===== src/rtl/axi_read_arbiter_if.sv =====
// Bundle of the IFU/LSU read ports, the shared io_master read channel and the
// snooped write handshakes around the read arbiter.
interface axi_read_arbiter_if #(
  parameter int AW = 32,
  parameter int DW = 32
);
  logic          ifu_arvalid, ifu_arready;
  logic [AW-1:0] ifu_araddr;
  logic [7:0]    ifu_arlen;
  logic          ifu_rvalid, ifu_rready, ifu_rlast;
  logic [DW-1:0] ifu_rdata;
  logic [1:0]    ifu_rresp;

  logic          lsu_arvalid, lsu_arready;
  logic [AW-1:0] lsu_araddr;
  logic [2:0]    lsu_arsize;
  logic          lsu_rvalid, lsu_rready;
  logic [DW-1:0] lsu_rdata;
  logic [1:0]    lsu_rresp;

  logic          m_arvalid, m_arready;
  logic [AW-1:0] m_araddr;
  logic [7:0]    m_arlen;
  logic [2:0]    m_arsize;
  logic [1:0]    m_arburst;
  logic [3:0]    m_arid;
  logic          m_rvalid, m_rready, m_rlast;
  logic [DW-1:0] m_rdata;
  logic [1:0]    m_rresp;
  logic          m_awvalid, m_awready, m_bvalid, m_bready;

  // arbiter side: masters the memory read channel, serves IFU/LSU
  modport master (
    input  ifu_arvalid, ifu_araddr, ifu_arlen, ifu_rready,
    output ifu_arready, ifu_rvalid, ifu_rdata, ifu_rresp, ifu_rlast,
    input  lsu_arvalid, lsu_araddr, lsu_arsize, lsu_rready,
    output lsu_arready, lsu_rvalid, lsu_rdata, lsu_rresp,
    output m_arvalid, m_araddr, m_arlen, m_arsize, m_arburst, m_arid, m_rready,
    input  m_arready, m_rvalid, m_rdata, m_rresp, m_rlast,
    input  m_awvalid, m_awready, m_bvalid, m_bready
  );

  // environment side: requesters, memory slave and write traffic
  modport slave (
    output ifu_arvalid, ifu_araddr, ifu_arlen, ifu_rready,
    input  ifu_arready, ifu_rvalid, ifu_rdata, ifu_rresp, ifu_rlast,
    output lsu_arvalid, lsu_araddr, lsu_arsize, lsu_rready,
    input  lsu_arready, lsu_rvalid, lsu_rdata, lsu_rresp,
    input  m_arvalid, m_araddr, m_arlen, m_arsize, m_arburst, m_arid, m_rready,
    output m_arready, m_rvalid, m_rdata, m_rresp, m_rlast,
    output m_awvalid, m_awready, m_bvalid, m_bready
  );
endinterface


===== src/rtl/axi_read_arbiter.sv =====
// 2:1 AXI4 read arbiter (LSU fixed priority over IFU) onto one master read
// channel; new grants are held off while any snooped write is outstanding.
module axi_read_arbiter #(
  parameter int AW     = 32,
  parameter int DW     = 32,
  parameter int MAXOUT = 3
) (
  input logic               clock,
  input logic               reset_n,
  axi_read_arbiter_if.master bus
);
  localparam int         WCW      = $clog2(MAXOUT + 1);
  localparam logic [2:0] IFU_SIZE = 3'($clog2(DW / 8));

  typedef enum logic [2:0] {IDLE, AR_IFU, AR_LSU, R_IFU, R_LSU} state_t;

  state_t        r_state, w_next;
  logic [WCW-1:0] r_wcnt;
  logic [AW-1:0] r_araddr;
  logic [7:0]    r_arlen;
  logic [2:0]    r_arsize;
  logic [1:0]    r_arburst;
  logic [3:0]    r_arid;
  logic          w_aw_fire, w_b_fire, w_grant_ok, w_grant_lsu, w_grant_ifu;

  assign w_aw_fire   = bus.m_awvalid & bus.m_awready;
  assign w_b_fire    = bus.m_bvalid & bus.m_bready;
  assign w_grant_ok  = (r_state == IDLE) && (r_wcnt == '0);
  assign w_grant_lsu = w_grant_ok && bus.lsu_arvalid;
  assign w_grant_ifu = w_grant_ok && !bus.lsu_arvalid && bus.ifu_arvalid;

  // Outstanding-write counter; simultaneous AW and B fires cancel out.
  always_ff @(posedge clock or negedge reset_n) begin
    if (!reset_n)
      r_wcnt <= '0;
    else if (w_aw_fire && !w_b_fire && r_wcnt != WCW'(MAXOUT))
      r_wcnt <= r_wcnt + WCW'(1);
    else if (w_b_fire && !w_aw_fire && r_wcnt != '0)
      r_wcnt <= r_wcnt - WCW'(1);
  end

  always_ff @(posedge clock or negedge reset_n) begin
    if (!reset_n) begin
      r_state   <= IDLE;
      r_araddr  <= '0;
      r_arlen   <= '0;
      r_arsize  <= '0;
      r_arburst <= '0;
      r_arid    <= '0;
    end else begin
      r_state <= w_next;
      if (w_grant_lsu) begin
        r_araddr  <= bus.lsu_araddr;
        r_arlen   <= 8'd0;
        r_arsize  <= bus.lsu_arsize;
        r_arburst <= 2'b00;
        r_arid    <= 4'd1;
      end else if (w_grant_ifu) begin
        r_araddr  <= bus.ifu_araddr;
        r_arlen   <= bus.ifu_arlen;
        r_arsize  <= IFU_SIZE;
        r_arburst <= 2'b01;
        r_arid    <= 4'd0;
      end
    end
  end

  always_comb begin
    w_next          = r_state;
    bus.m_arvalid   = 1'b0;
    bus.m_rready    = 1'b0;
    bus.ifu_arready = 1'b0;
    bus.lsu_arready = 1'b0;
    bus.ifu_rvalid  = 1'b0;
    bus.lsu_rvalid  = 1'b0;
    case (r_state)
      IDLE: begin
        if (w_grant_lsu)      w_next = AR_LSU;
        else if (w_grant_ifu) w_next = AR_IFU;
      end
      AR_IFU: begin
        bus.m_arvalid   = 1'b1;
        bus.ifu_arready = bus.m_arready;
        if (bus.m_arready) w_next = R_IFU;
      end
      AR_LSU: begin
        bus.m_arvalid   = 1'b1;
        bus.lsu_arready = bus.m_arready;
        if (bus.m_arready) w_next = R_LSU;
      end
      R_IFU: begin
        bus.m_rready   = bus.ifu_rready;
        bus.ifu_rvalid = bus.m_rvalid;
        if (bus.m_rvalid && bus.ifu_rready && bus.m_rlast) w_next = IDLE;
      end
      R_LSU: begin
        bus.m_rready   = bus.lsu_rready;
        bus.lsu_rvalid = bus.m_rvalid;
        if (bus.m_rvalid && bus.lsu_rready && bus.m_rlast) w_next = IDLE;
      end
      default: w_next = IDLE;
    endcase
  end

  assign bus.m_araddr  = r_araddr;
  assign bus.m_arlen   = r_arlen;
  assign bus.m_arsize  = r_arsize;
  assign bus.m_arburst = r_arburst;
  assign bus.m_arid    = r_arid;

  // Zero-latency R path: payload fans out to both, only the owner sees rvalid.
  assign bus.ifu_rdata = bus.m_rdata;
  assign bus.ifu_rresp = bus.m_rresp;
  assign bus.ifu_rlast = bus.m_rlast;
  assign bus.lsu_rdata = bus.m_rdata;
  assign bus.lsu_rresp = bus.m_rresp;
endmodule

===== src/flat_wrapper.sv =====
// flat-port wrapper written by rule: the top's interface ports become plain ports
module axi_read_arbiter_flat 
#(
  parameter int AW     = 32,
  parameter int DW     = 32,
  parameter int MAXOUT = 3
)
  (clock, reset_n, bus_ifu_arvalid, bus_ifu_araddr, bus_ifu_arlen, bus_ifu_rready, bus_ifu_arready, bus_ifu_rvalid, bus_ifu_rdata, bus_ifu_rresp, bus_ifu_rlast, bus_lsu_arvalid, bus_lsu_araddr, bus_lsu_arsize, bus_lsu_rready, bus_lsu_arready, bus_lsu_rvalid, bus_lsu_rdata, bus_lsu_rresp, bus_m_arvalid, bus_m_araddr, bus_m_arlen, bus_m_arsize, bus_m_arburst, bus_m_arid, bus_m_rready, bus_m_arready, bus_m_rvalid, bus_m_rdata, bus_m_rresp, bus_m_rlast, bus_m_awvalid, bus_m_awready, bus_m_bvalid, bus_m_bready);
  axi_read_arbiter_if #(.AW(AW), .DW(DW)) bus_i ();
  input logic clock;
  input logic reset_n;
  input wire logic [$bits(bus_i.ifu_arvalid)-1:0] bus_ifu_arvalid;
  input wire logic [$bits(bus_i.ifu_araddr)-1:0] bus_ifu_araddr;
  input wire logic [$bits(bus_i.ifu_arlen)-1:0] bus_ifu_arlen;
  input wire logic [$bits(bus_i.ifu_rready)-1:0] bus_ifu_rready;
  output wire logic [$bits(bus_i.ifu_arready)-1:0] bus_ifu_arready;
  output wire logic [$bits(bus_i.ifu_rvalid)-1:0] bus_ifu_rvalid;
  output wire logic [$bits(bus_i.ifu_rdata)-1:0] bus_ifu_rdata;
  output wire logic [$bits(bus_i.ifu_rresp)-1:0] bus_ifu_rresp;
  output wire logic [$bits(bus_i.ifu_rlast)-1:0] bus_ifu_rlast;
  input wire logic [$bits(bus_i.lsu_arvalid)-1:0] bus_lsu_arvalid;
  input wire logic [$bits(bus_i.lsu_araddr)-1:0] bus_lsu_araddr;
  input wire logic [$bits(bus_i.lsu_arsize)-1:0] bus_lsu_arsize;
  input wire logic [$bits(bus_i.lsu_rready)-1:0] bus_lsu_rready;
  output wire logic [$bits(bus_i.lsu_arready)-1:0] bus_lsu_arready;
  output wire logic [$bits(bus_i.lsu_rvalid)-1:0] bus_lsu_rvalid;
  output wire logic [$bits(bus_i.lsu_rdata)-1:0] bus_lsu_rdata;
  output wire logic [$bits(bus_i.lsu_rresp)-1:0] bus_lsu_rresp;
  output wire logic [$bits(bus_i.m_arvalid)-1:0] bus_m_arvalid;
  output wire logic [$bits(bus_i.m_araddr)-1:0] bus_m_araddr;
  output wire logic [$bits(bus_i.m_arlen)-1:0] bus_m_arlen;
  output wire logic [$bits(bus_i.m_arsize)-1:0] bus_m_arsize;
  output wire logic [$bits(bus_i.m_arburst)-1:0] bus_m_arburst;
  output wire logic [$bits(bus_i.m_arid)-1:0] bus_m_arid;
  output wire logic [$bits(bus_i.m_rready)-1:0] bus_m_rready;
  input wire logic [$bits(bus_i.m_arready)-1:0] bus_m_arready;
  input wire logic [$bits(bus_i.m_rvalid)-1:0] bus_m_rvalid;
  input wire logic [$bits(bus_i.m_rdata)-1:0] bus_m_rdata;
  input wire logic [$bits(bus_i.m_rresp)-1:0] bus_m_rresp;
  input wire logic [$bits(bus_i.m_rlast)-1:0] bus_m_rlast;
  input wire logic [$bits(bus_i.m_awvalid)-1:0] bus_m_awvalid;
  input wire logic [$bits(bus_i.m_awready)-1:0] bus_m_awready;
  input wire logic [$bits(bus_i.m_bvalid)-1:0] bus_m_bvalid;
  input wire logic [$bits(bus_i.m_bready)-1:0] bus_m_bready;
  assign bus_i.ifu_arvalid = bus_ifu_arvalid;
  assign bus_i.ifu_araddr = bus_ifu_araddr;
  assign bus_i.ifu_arlen = bus_ifu_arlen;
  assign bus_i.ifu_rready = bus_ifu_rready;
  assign bus_ifu_arready = bus_i.ifu_arready;
  assign bus_ifu_rvalid = bus_i.ifu_rvalid;
  assign bus_ifu_rdata = bus_i.ifu_rdata;
  assign bus_ifu_rresp = bus_i.ifu_rresp;
  assign bus_ifu_rlast = bus_i.ifu_rlast;
  assign bus_i.lsu_arvalid = bus_lsu_arvalid;
  assign bus_i.lsu_araddr = bus_lsu_araddr;
  assign bus_i.lsu_arsize = bus_lsu_arsize;
  assign bus_i.lsu_rready = bus_lsu_rready;
  assign bus_lsu_arready = bus_i.lsu_arready;
  assign bus_lsu_rvalid = bus_i.lsu_rvalid;
  assign bus_lsu_rdata = bus_i.lsu_rdata;
  assign bus_lsu_rresp = bus_i.lsu_rresp;
  assign bus_m_arvalid = bus_i.m_arvalid;
  assign bus_m_araddr = bus_i.m_araddr;
  assign bus_m_arlen = bus_i.m_arlen;
  assign bus_m_arsize = bus_i.m_arsize;
  assign bus_m_arburst = bus_i.m_arburst;
  assign bus_m_arid = bus_i.m_arid;
  assign bus_m_rready = bus_i.m_rready;
  assign bus_i.m_arready = bus_m_arready;
  assign bus_i.m_rvalid = bus_m_rvalid;
  assign bus_i.m_rdata = bus_m_rdata;
  assign bus_i.m_rresp = bus_m_rresp;
  assign bus_i.m_rlast = bus_m_rlast;
  assign bus_i.m_awvalid = bus_m_awvalid;
  assign bus_i.m_awready = bus_m_awready;
  assign bus_i.m_bvalid = bus_m_bvalid;
  assign bus_i.m_bready = bus_m_bready;
  axi_read_arbiter #(.AW(AW), .DW(DW), .MAXOUT(MAXOUT)) u_core (.clock(clock), .reset_n(reset_n), .bus(bus_i));
endmodule

===== config.mk =====
export PLATFORM = sky130hd
export DESIGN_NAME = axi_read_arbiter_flat
export DESIGN_NICKNAME = d
export VERILOG_FILES = /design/src/rtl/axi_read_arbiter_if.sv /design/src/rtl/axi_read_arbiter.sv /design/src/flat_wrapper.sv
export SDC_FILE = /design/constraint.sdc
export NUM_CORES = 1
export LEC_CHECK = 0
export ABC_CLOCK_PERIOD_IN_PS = 2950
export CELL_PAD_IN_SITES_DETAIL_PLACEMENT = 1
export CELL_PAD_IN_SITES_GLOBAL_PLACEMENT = 1
export CORE_UTILIZATION = 24
export DETAILED_ROUTE_END_ITERATION = 6
export GPL_ROUTABILITY_DRIVEN = 0
export GPL_TIMING_DRIVEN = 1
export PLACE_DENSITY = 0.95
export SLEW_MARGIN = 20
export SYNTH_ARGS = -nofsm -noshare
export SYNTH_HDL_FRONTEND = slang
export SYNTH_SLANG_ARGS = --single-unit

===== constraint.sdc =====
create_clock -name clock -period 2.95 [get_ports clock]
set_input_delay 0.4425 -clock clock [delete_from_list [all_inputs] [get_ports clock]]
set_output_delay 0.4425 -clock clock [all_outputs]
set_load 0.01 [all_outputs]

After elaboration in Yosys (flattened, before gate mapping)
Index checks and enable logic that the tools add are counted.
{"block": "op_classes", "n_bitwise": 2, "n_addsub": 2, "eq_ne": 10, "mux": 25, "n_reduce_logical": 22}
{"operator": "32-bit 2-to-1 mux", "count": 2}
{"operator": "3-bit 2-to-1 mux", "count": 8}
{"operator": "8-bit 2-to-1 mux", "count": 2}
{"operator": "3-bit one-hot mux with 5 select lines", "count": 1}
{"operator": "1-bit logical AND", "count": 12}
{"operator": "2-bit 2-to-1 mux", "count": 4}
{"operator": "4-bit 2-to-1 mux", "count": 2}
{"operator": "3-bit by 2-bit equality test with 1-bit output (second input constant)", "count": 2}
{"operator": "2-bit inequality test (second input constant)", "count": 3}
{"operator": "2-bit nonzero test", "count": 3}
{"operator": "1-bit 2-to-1 mux", "count": 5}
{"operator": "5-bit AND reduction", "count": 1}
{"operator": "2-bit by 1-bit inequality test with 1-bit output (second input constant)", "count": 2}
{"operator": "3-bit by 1-bit equality test with 1-bit output (second input constant)", "count": 1}
{"operator": "3-bit equality test (second input constant)", "count": 1}
{"operator": "1-bit zero test", "count": 3}
{"operator": "3-bit zero test", "count": 1}
{"operator": "3-bit by 1-bit inequality test with 1-bit output (second input constant)", "count": 1}
{"operator": "2-bit by 1-bit adder with 2-bit output (second input constant)", "count": 1}
{"operator": "1-bit AND", "count": 2}
{"operator": "2-bit zero test", "count": 1}
{"operator": "1-bit one-hot mux with 2 select lines", "count": 1}
{"operator": "2-bit OR reduction", "count": 1}
{"operator": "2-bit by 1-bit subtractor with 2-bit output (second input constant)", "count": 1}
{"block": "word_totals", "register_bits": 54, "word_cells": 68, "inputBits": 122}

Longest topological paths before layout
Gate-level depths: netlist of the first run.
{"block": "logic_depth", "word_depth": 7, "depth_mapped": 6, "mapped_depth_nobuf": 3}

Least setup slack after synthesis of the first run
No wires, ideal clock.
{"block": "synth_path", "kind": "reg2reg", "from": "reg u_core.r_wcnt[1]", "to": "reg u_core.r_araddr[10], in the netlist u_core.bus.m_araddr[10]", "t_arrival_ns": 1.558, "stages_incl_launch_ff": 7, "path_buffers": 3, "required_time_ns": 2.884, "slack_ns": 1.325, "period_less_slack_ns": 1.625, "cell_sequence": "dfrtp_1 buf_6 or4_4 nor3_4 buf_6 buf_6 a221o_1"}
{"block": "synth_via", "elab_chain_len": 5, "word_cells_on_any_way": 7, "classes_between": "1 x mux; 6 x reduce/logical"}
{"item": "start: declaration", "line": "axi_read_arbiter.sv:18", "rtl": "logic [WCW-1:0] r_wcnt;"}
{"item": "start signal: assignment", "line": "axi_read_arbiter.sv:37", "rtl": "r_wcnt <= r_wcnt + WCW'(1);"}
{"item": "start signal: assignment", "line": "axi_read_arbiter.sv:39", "rtl": "r_wcnt <= r_wcnt - WCW'(1);"}
{"item": "2-bit zero test *", "line": "axi_read_arbiter.sv:28", "rtl": "assign w_grant_ok = (r_state == IDLE) && (r_wcnt == '0);"}
{"item": "1-bit logical AND *", "line": "axi_read_arbiter.sv:28"}
{"item": "1-bit logical AND (2 in series)", "line": "axi_read_arbiter.sv:30", "rtl": "assign w_grant_ifu = w_grant_ok && !bus.lsu_arvalid && bus.ifu_arvalid;"}
{"item": "2-bit nonzero test (no source line)"}
{"item": "end signal: assignment", "line": "axi_read_arbiter.sv:53", "rtl": "r_araddr <= bus.lsu_araddr;"}
{"item": "end signal: assignment", "line": "axi_read_arbiter.sv:59", "rtl": "r_araddr <= bus.ifu_araddr;"}
{"item": "end: declaration", "line": "axi_read_arbiter.sv:19", "rtl": "logic [AW-1:0] r_araddr;"}
Every way passes the cells marked *; elsewhere a longest branch is shown, timed or not.
A chain may end at the register's enable or synchronous reset.

Final worst setup path of the first run
{"block": "layout_path", "from": "reg u_core.r_state[1]", "to": "out bus_lsu_rvalid"}
{"block": "layout_via", "elab_chain_len": 2}
{"item": "start: declaration", "line": "axi_read_arbiter.sv:17", "rtl": "state_t r_state, w_next;"}
{"item": "start signal: assignment", "line": "axi_read_arbiter.sv:51", "rtl": "r_state <= w_next;"}
{"item": "3-bit equality test", "line": "axi_read_arbiter.sv:76", "rtl": "case (r_state)"}
{"item": "1-bit 2-to-1 mux", "line": "axi_read_arbiter.sv:76"}
{"item": "end: declaration", "line": "flat_wrapper.sv:26", "rtl": "output wire logic [$bits(bus_i.lsu_rvalid)-1:0] bus_lsu_rvalid;"}
Every way passes these cells.

==> results.json, run 1 <==
{
  "grt_max_degree": 36,
  "placed_cells": 475,
  "worst_ep_required_time_ns": 2.51,
  "viasPerCell": 4.93,
  "period_share": 0.812,
  "hold_viol_final": 0,
  "syn_avg_cell_area_um2": 10.4,
  "worstHoldPathType": "in2async",
  "final.setup.tns_ns": 0,
  "power_w": 0.00361,
  "p_leak_nw": 1.73,
  "ys_seq_area_frac": 0.439,
  "antenna_found_initial": 0,
  "met1_usage": 0.167,
  "cts_resized": 0,
  "cts_sinks": 50,
  "synthMostInstantiatedCell": "buf_4",
  "final_util": 0.351,
  "crit_type": "reg2out",
  "multiInputGateArea_um2": 983,
  "cts-root-buf": "clkbuf_16",
  "syn_inst": 274,
  "slew_headroom": 0.421,
  "design_area_um2": 4040,
  "setup.worst_path.start_class": "flip-flop",
  "crit_family": "simple AND/OR/NAND/NOR gates",
  "rsz0062_at_grt": "false",
  "synth_cell_types": 40,
  "post-cts-setup-buffer-count": 0,
  "comb_power_share": 0.476,
  "timing.rr.end": "u_core.bus.m_araddr[30]$_DFFE_PN0P_",
  "slowest_delay_ns": 0.54,
  "first_iter_violations": 152,
  "status": "finished with violations",
  "cts_buffers": 5,
  "htree_num_levels": 2,
  "vias": 2381,
  "syn2layout_area_growth_pct": 41.7,
  "power_switching_share": 0.345,
  "slew_violations": 0,
  "placed_area_um2": 3880,
  "cp-end-kind": "primary output",
  "setup_violations": 0,
  "grt.met3_usage": 0.0519,
  "hpwl_um": 6850,
  "max_freq_mhz": 417,
  "drive_gt1_frac": 0.0618,
  "crit_fanout": 12,
  "finalCriticalPeriod_ns": 2.40,
  "switching_power_w": 0.00125,
  "path_buf_inv": 1,
  "tightest_slew_ns": 0.869,
  "reg2reg_slack_ns": 1.00,
  "ios": 246,
  "wl_per_cell_um": 19.2,
  "initial_utilization": 0.248,
  "crit_arrival_ns": 1.95,
  "reg2reg_from": "u_core.r_state[1]$_DFFE_PN0P_",
  "die_area_um2": 12300,
  "grt_pass1_vias": 2710,
  "gr-usage-all-layers": 0.156,
  "nNetsFinal": 461,
  "grt.met2_usage": 0.275,
  "clk_path_buf_depth": 2,
  "synth-async-reset-ratio": 1.00,
  "regArea_um2": 1250,
  "reg2regPathDepth": 4,
  "synth_commonest_cells": "73 x buf_4, 50 x dfrtp_1, 31 x and3_1",
  "pwr_density_cell_nw_per_um2": 895,
  "antenna_cells": 0,
  "worstPathCellList": "nor2_1 -> and3_1 -> clkdlybuf4s50_1",
  "core_um2": 11500,
  "seq_power_share": 0.343,
  "wirelength_um": 9280,
  "failed_checks": "design-rule violations",
  "synth_top_area_share": 0.439,
  "die_x_um": 111,
  "fin_skew_ns": 0.00713,
  "crit_slowest_cell": "clkdlybuf4s50_1",
  "firstDrtPassIters": 7,
  "antenna_left": 0,
  "overflow": 0,
  "fillCellCount": 1276,
  "layout.cells.non_filler": 483,
  "yosysWarnings": 0,
  "clkTransAtPathRegs_ns": 0.07,
  "p_int_w": 0.00237,
  "rows": 39,
  "cts_tree": "built",
  "max-vdd-ir-drop_uv": 306,
  "top_usage_layer": "met2",
  "cts_hold_buf": 0,
  "cp.depth": 3,
  "die_h_um": 111,
  "port_buffers": 139,
  "synth-edff-count": 0,
  "grt_first_pass_wirelength_um": 14900,
  "clock_latency_ns": 0.29,
  "syn-cell-area_um2": 2850,
  "synth-seq-cells": 50,
  "yosysTopAreaCell": "dfrtp_1",
  "p_clk_frac": 0.181,
  "synth.area.top_cells": "dfrtp_1 44%, buf_4 19%, a221o_1 10%",
  "maxCapViolCount": 0,
  "synth_flop_cell": "dfrtp_1",
  "drc_errors": 40
}
==> how the worst max path moves through the flow <==
| stage | from | to | slack (ns) |
|---|---|---|---|
| floorplan | u_core.r_wcnt[1]$_DFFE_PN0P_ | u_core.bus.m_araddr[10]$_DFFE_PN0P_ | 1.33 |
| global placement | bus_m_arready | bus_lsu_arready | 0.58 |
| detailed placement | bus_m_arready | bus_lsu_arready | 0.59 |
| CTS | u_core.r_state[0]$_DFFE_PN0P_ | bus_lsu_rvalid | 0.51 |
| global route | u_core.r_state[0]$_DFFE_PN0P_ | bus_m_rready | 0.42 |
| finish | u_core.r_state[1]$_DFFE_PN0P_ | bus_lsu_rvalid | 0.55 |
==> kinds of logic (layout without fill, tap and decap cells) <==
group           count (synthesis)  count (layout)  share of synthesized area
buf+inv                        95             158                      0.230
simple gates                   68              68                      0.147
compound gates                 59              59                      0.180
flops                          50              50                      0.439
other cells                     1               4                    0.00132
mux                             1               1                    0.00351
==> sequential cells by signal (all words and copies together) (netlist names) <==
signal,count
u_core.r_state,3
u_core.bus.m_arburst,1
u_core.bus.m_arlen,8
u_core.bus.m_arid,1
u_core.bus.m_arsize,3
u_core.r_wcnt,2
u_core.bus.m_araddr,32
==> cell type report <==
type	instances	area share
clock inverter	1	0.00743
sequential	50	0.310
inverter	5	0.00465
tap	143	0.0443
multi-input combinational	132	0.243
clock buffer	7	0.0328
timing repair buffer	145	0.357
==> layout by cell type (no fill, tap or decap), drive strengths merged <==
master,instances
clkdlybuf4s50,138
dfrtp,50
and3,31
a221o,29
a32o,8
o21ai,7
clkbuf,7
buf,7
nand3,6
nand2,5
nor2,5
nor3,5
inv,4
conb,4
nand2b,3
a21oi,3
a31oi,3
nor3b,3
nand4,2
a22o,2
nor4bb,1
and4,1
or4,1
o2111ai,1
or3b,1
o22a,1
a211oi,1
clkinv,1
nor2b,1
nor4,1
a2bb2oi,1
or3,1
o21a,1
and2,1
a31o,1
mux2i,1
o22ai,1
bufinv,1
==> power groups by stage <==
| stage | combinational (W) | clock [W] | sequential (W) |
|---|---|---|---|
| 6_report | 0.00172 | 0.000654 | 0.00124 |
| 5_1_grt | 0.00186 | 0.000711 | 0.00128 |
| 4_1_cts | 0.00175 | 0.000689 | 0.00124 |
| 3_5_place_dp | 0.00174 | 0 | 0.00125 |
| 3_3_place_gp | 0.00167 | 0 | 0.00123 |
| 2_1_floorplan | 0.000781 | 0 | 0.00130 |
==> metrics by stage <==
| step | setup WS (ns) | hold WS, ns |
|---|---|---|
| floorplan | 1.33 | 0.147 |
| global placement | 0.576 | 0.475 |
| detailed placement | 0.591 | 0.485 |
| CTS | 0.511 | 0.287 |
| global route | 0.422 | 0.339 |
| finish | 0.554 | 0.263 |
==> per-layer routing <==
metal | vias to the layer above | wire length [um]
li1 | 1062 | -
met1 | 1161 | 3690
met2 | 127 | 4600
met3 | 31 | 771
met4 | 0 | 221
met5 | - | 0
==> worst reg2reg max path, delay by kind of cell, from the launching register on <==
family | cells | cell delay, ns
AOI/OAI and AO/OA | 2 | 0.66
buffers and inverters | 1 | 0.27
DFF | 1 | 0.53
and+or+nand+nor | 1 | 0.37
No activity file was read; power rests on OpenSTA's default activity.
==> run 2, diff against run 1 <==
--- a/config.mk
+++ b/config.mk
@@ -5,14 +5,14 @@
 export SDC_FILE = /design/constraint.sdc
 export NUM_CORES = 1
 export LEC_CHECK = 0
-export ABC_CLOCK_PERIOD_IN_PS = 2950
+export ABC_CLOCK_PERIOD_IN_PS = 2400
 export CELL_PAD_IN_SITES_DETAIL_PLACEMENT = 1
 export CELL_PAD_IN_SITES_GLOBAL_PLACEMENT = 1
-export CORE_UTILIZATION = 24
+export CORE_UTILIZATION = 22
 export DETAILED_ROUTE_END_ITERATION = 6
 export GPL_ROUTABILITY_DRIVEN = 0
 export GPL_TIMING_DRIVEN = 1
-export PLACE_DENSITY = 0.95
+export PLACE_DENSITY = 0.92
 export SLEW_MARGIN = 20
 export SYNTH_ARGS = -nofsm -noshare
 export SYNTH_HDL_FRONTEND = slang
==> constraint.sdc (replaced) <==
create_clock -name clock -period 2.4 [get_ports clock]
set_input_delay 0.36 -clock clock [delete_from_list [all_inputs] [get_ports clock]]
set_output_delay 0.36 -clock clock [all_outputs]
set_load 0.01 [all_outputs]
==> run 2 against run 1 <==
  * The flow now finishes without violations
  * Sequential cell count unchanged
  * Register-to-register slack got worse by 0.49 ns
  * Critical path depth unchanged
  * Largest cell class unchanged
  * Highest routed layer unchanged
==> results.json, run 2 (synthesis gave the netlist of run 1 again) <==
{
  "status": "finished, final reports clean",
  "first_iter_violations": 62,
  "initial_utilization": 0.226,
  "ios": 246,
  "period_share": 0.942,
  "cts_hold_buf": 0,
  "crit_path_frequent_cell": "clkdlybuf4s50_1",
  "crit_family": "buffers and inverters",
  "grt_pass1_vias": 2608,
  "reg2reg_slack_ns": 0.51,
  "layout_commonest_cell": "clkdlybuf4s50_1",
  "worst_ep_required_time_ns": 2.04,
  "max_freq_mhz": 442,
  "setup_violations": 0,
  "tightest_slew_ns": 0.611,
  "wirelength_um": 9360,
  "cp.depth": 3,
  "path_buf_inv": 2,
  "hold_viol_final": 0,
  "syn2layout_area_growth_pct": 45.3,
  "slew_violations": 0,
  "overflow": 0,
  "clkTransAtPathRegs_ns": 0.07,
  "viasPerCell": 4.57,
  "hpwl_um": 7290,
  "pwr_density_cell_nw_per_um2": 1080,
  "rsz0062_at_grt": "false",
  "setup.worst_path.start_class": "input port",
  "antenna_cells": 0,
  "antenna_left": 0,
  "critPathLaunch": "bus_m_arready",
  "worstPathCellList": "clkdlybuf4s50_1 -> nor4bb_1 -> clkdlybuf4s50_1",
  "grt_max_degree": 32,
  "cts_sinks": 50,
  "cts_tree": "built",
  "reg2regPathDepth": 4,
  "reg2reg_from": "u_core.r_wcnt[0]$_DFFE_PN0P_",
  "antenna_found_initial": 0,
  "gr-usage-all-layers": 0.140,
  "firstDrtPassIters": 4,
  "die_x_um": 116,
  "cp-end-kind": "primary output",
  "clk_path_buf_depth": 2,
  "cts-root-buf": "clkbuf_16",
  "finalCriticalPeriod_ns": 2.26,
  "vias": 2376,
  "clock_latency_ns": 0.29,
  "power_w": 0.00446,
  "final.setup.tns_ns": 0,
  "crit_slowest_cell": "clkdlybuf4s50_1",
  "cts_buffers": 5,
  "p_leak_nw": 1.77,
  "slowest_delay_ns": 0.62,
  "grt_first_pass_wirelength_um": 13900,
  "post-cts-setup-buffer-count": 0,
  "core_um2": 12600,
  "crit_arrival_ns": 1.90,
  "crit_type": "in2out",
  "layout_common_cells": "138 x clkdlybuf4s50_1, 50 x dfrtp_1, 31 x and3_1",
  "wl_per_cell_um": 18.0,
  "worstHoldPathType": "in2async",
  "fin_skew_ns": 0.00540,
  "cts_resized": 0,
  "crit_fanout": 4,
  "maxCapViolCount": 0,
  "slew_headroom": 0.589,
  "rows": 41,
  "largest_register_ffs": 32,
  "max-vdd-ir-drop_uv": 475,
  "port_buffers": 139,
  "dp_slack_ns": 0.144,
  "timing.rr.end": "u_core.bus.m_araddr[22]$_DFFE_PN0P_",
  "die_h_um": 116,
  "drive_gt1_frac": 0.0891,
  "die_area_um2": 13400,
  "nNetsFinal": 469,
  "fin_ws_ns": 0.139,
  "cp-endpoint": "bus_lsu_arready",
  "drc_errors": 0,
  "htree_num_levels": 2
}
## run 2: layout make-up
cell class | instances | area (um^2)
clock buffer | 7 | 153
sequential | 50 | 1250
multi-input combinational | 132 | 983
timing repair buffer | 153 | 1510
tap | 172 | 215
clock inverter | 1 | 8.76
fill | 1418 | 8480
inverter | 5 | 18.8
## run 2: how the worst min path moves through the flow
stage	from	endpoint	slack [ns]	cells past startpoint
floorplan	reset_n	u_core.bus.m_araddr[0]$_DFFE_PN0P_	0.06	0
global placement	reset_n	u_core.bus.m_araddr[11]$_DFFE_PN0P_	0.35	1
detailed placement	reset_n	u_core.bus.m_araddr[13]$_DFFE_PN0P_	0.35	1
CTS	reset_n	u_core.bus.m_araddr[13]$_DFFE_PN0P_	0.02	1
global route	reset_n	u_core.bus.m_araddr[14]$_DFFE_PN0P_	0.05	1
finish	reset_n	u_core.bus.m_araddr[13]$_DFFE_PN0P_	0.02	1
## run 2: power by group
group | leakage (nW) | internal (W) | switching, W
sequential | 0.627 | 0.00122 | 0.000257
combinational | 1.06 | 0.00124 | 0.000963
clock | 0.0801 | 0.000446 | 0.000328
## run 2: per-stage QoR
step,cells,hold WS [ns],util,area (um^2)
floorplan,277,0.0644,-,2860
global placement,511,0.350,0.314,3970
detailed placement,512,0.349,0.315,3980
CTS,520,0.0226,0.328,4140
global route,520,0.0501,0.328,4140
finish,520,0.0175,0.328,4140
## run 2: layer usage
layer | track usage | vias up | wire length, um
li1 | - | 1081 | -
met1 | 0.149 | 1146 | 3660
met2 | 0.254 | 115 | 4710
met3 | 0.0392 | 34 | 746
met4 | 0.0658 | 0 | 243
met5 | 0 | - | 0
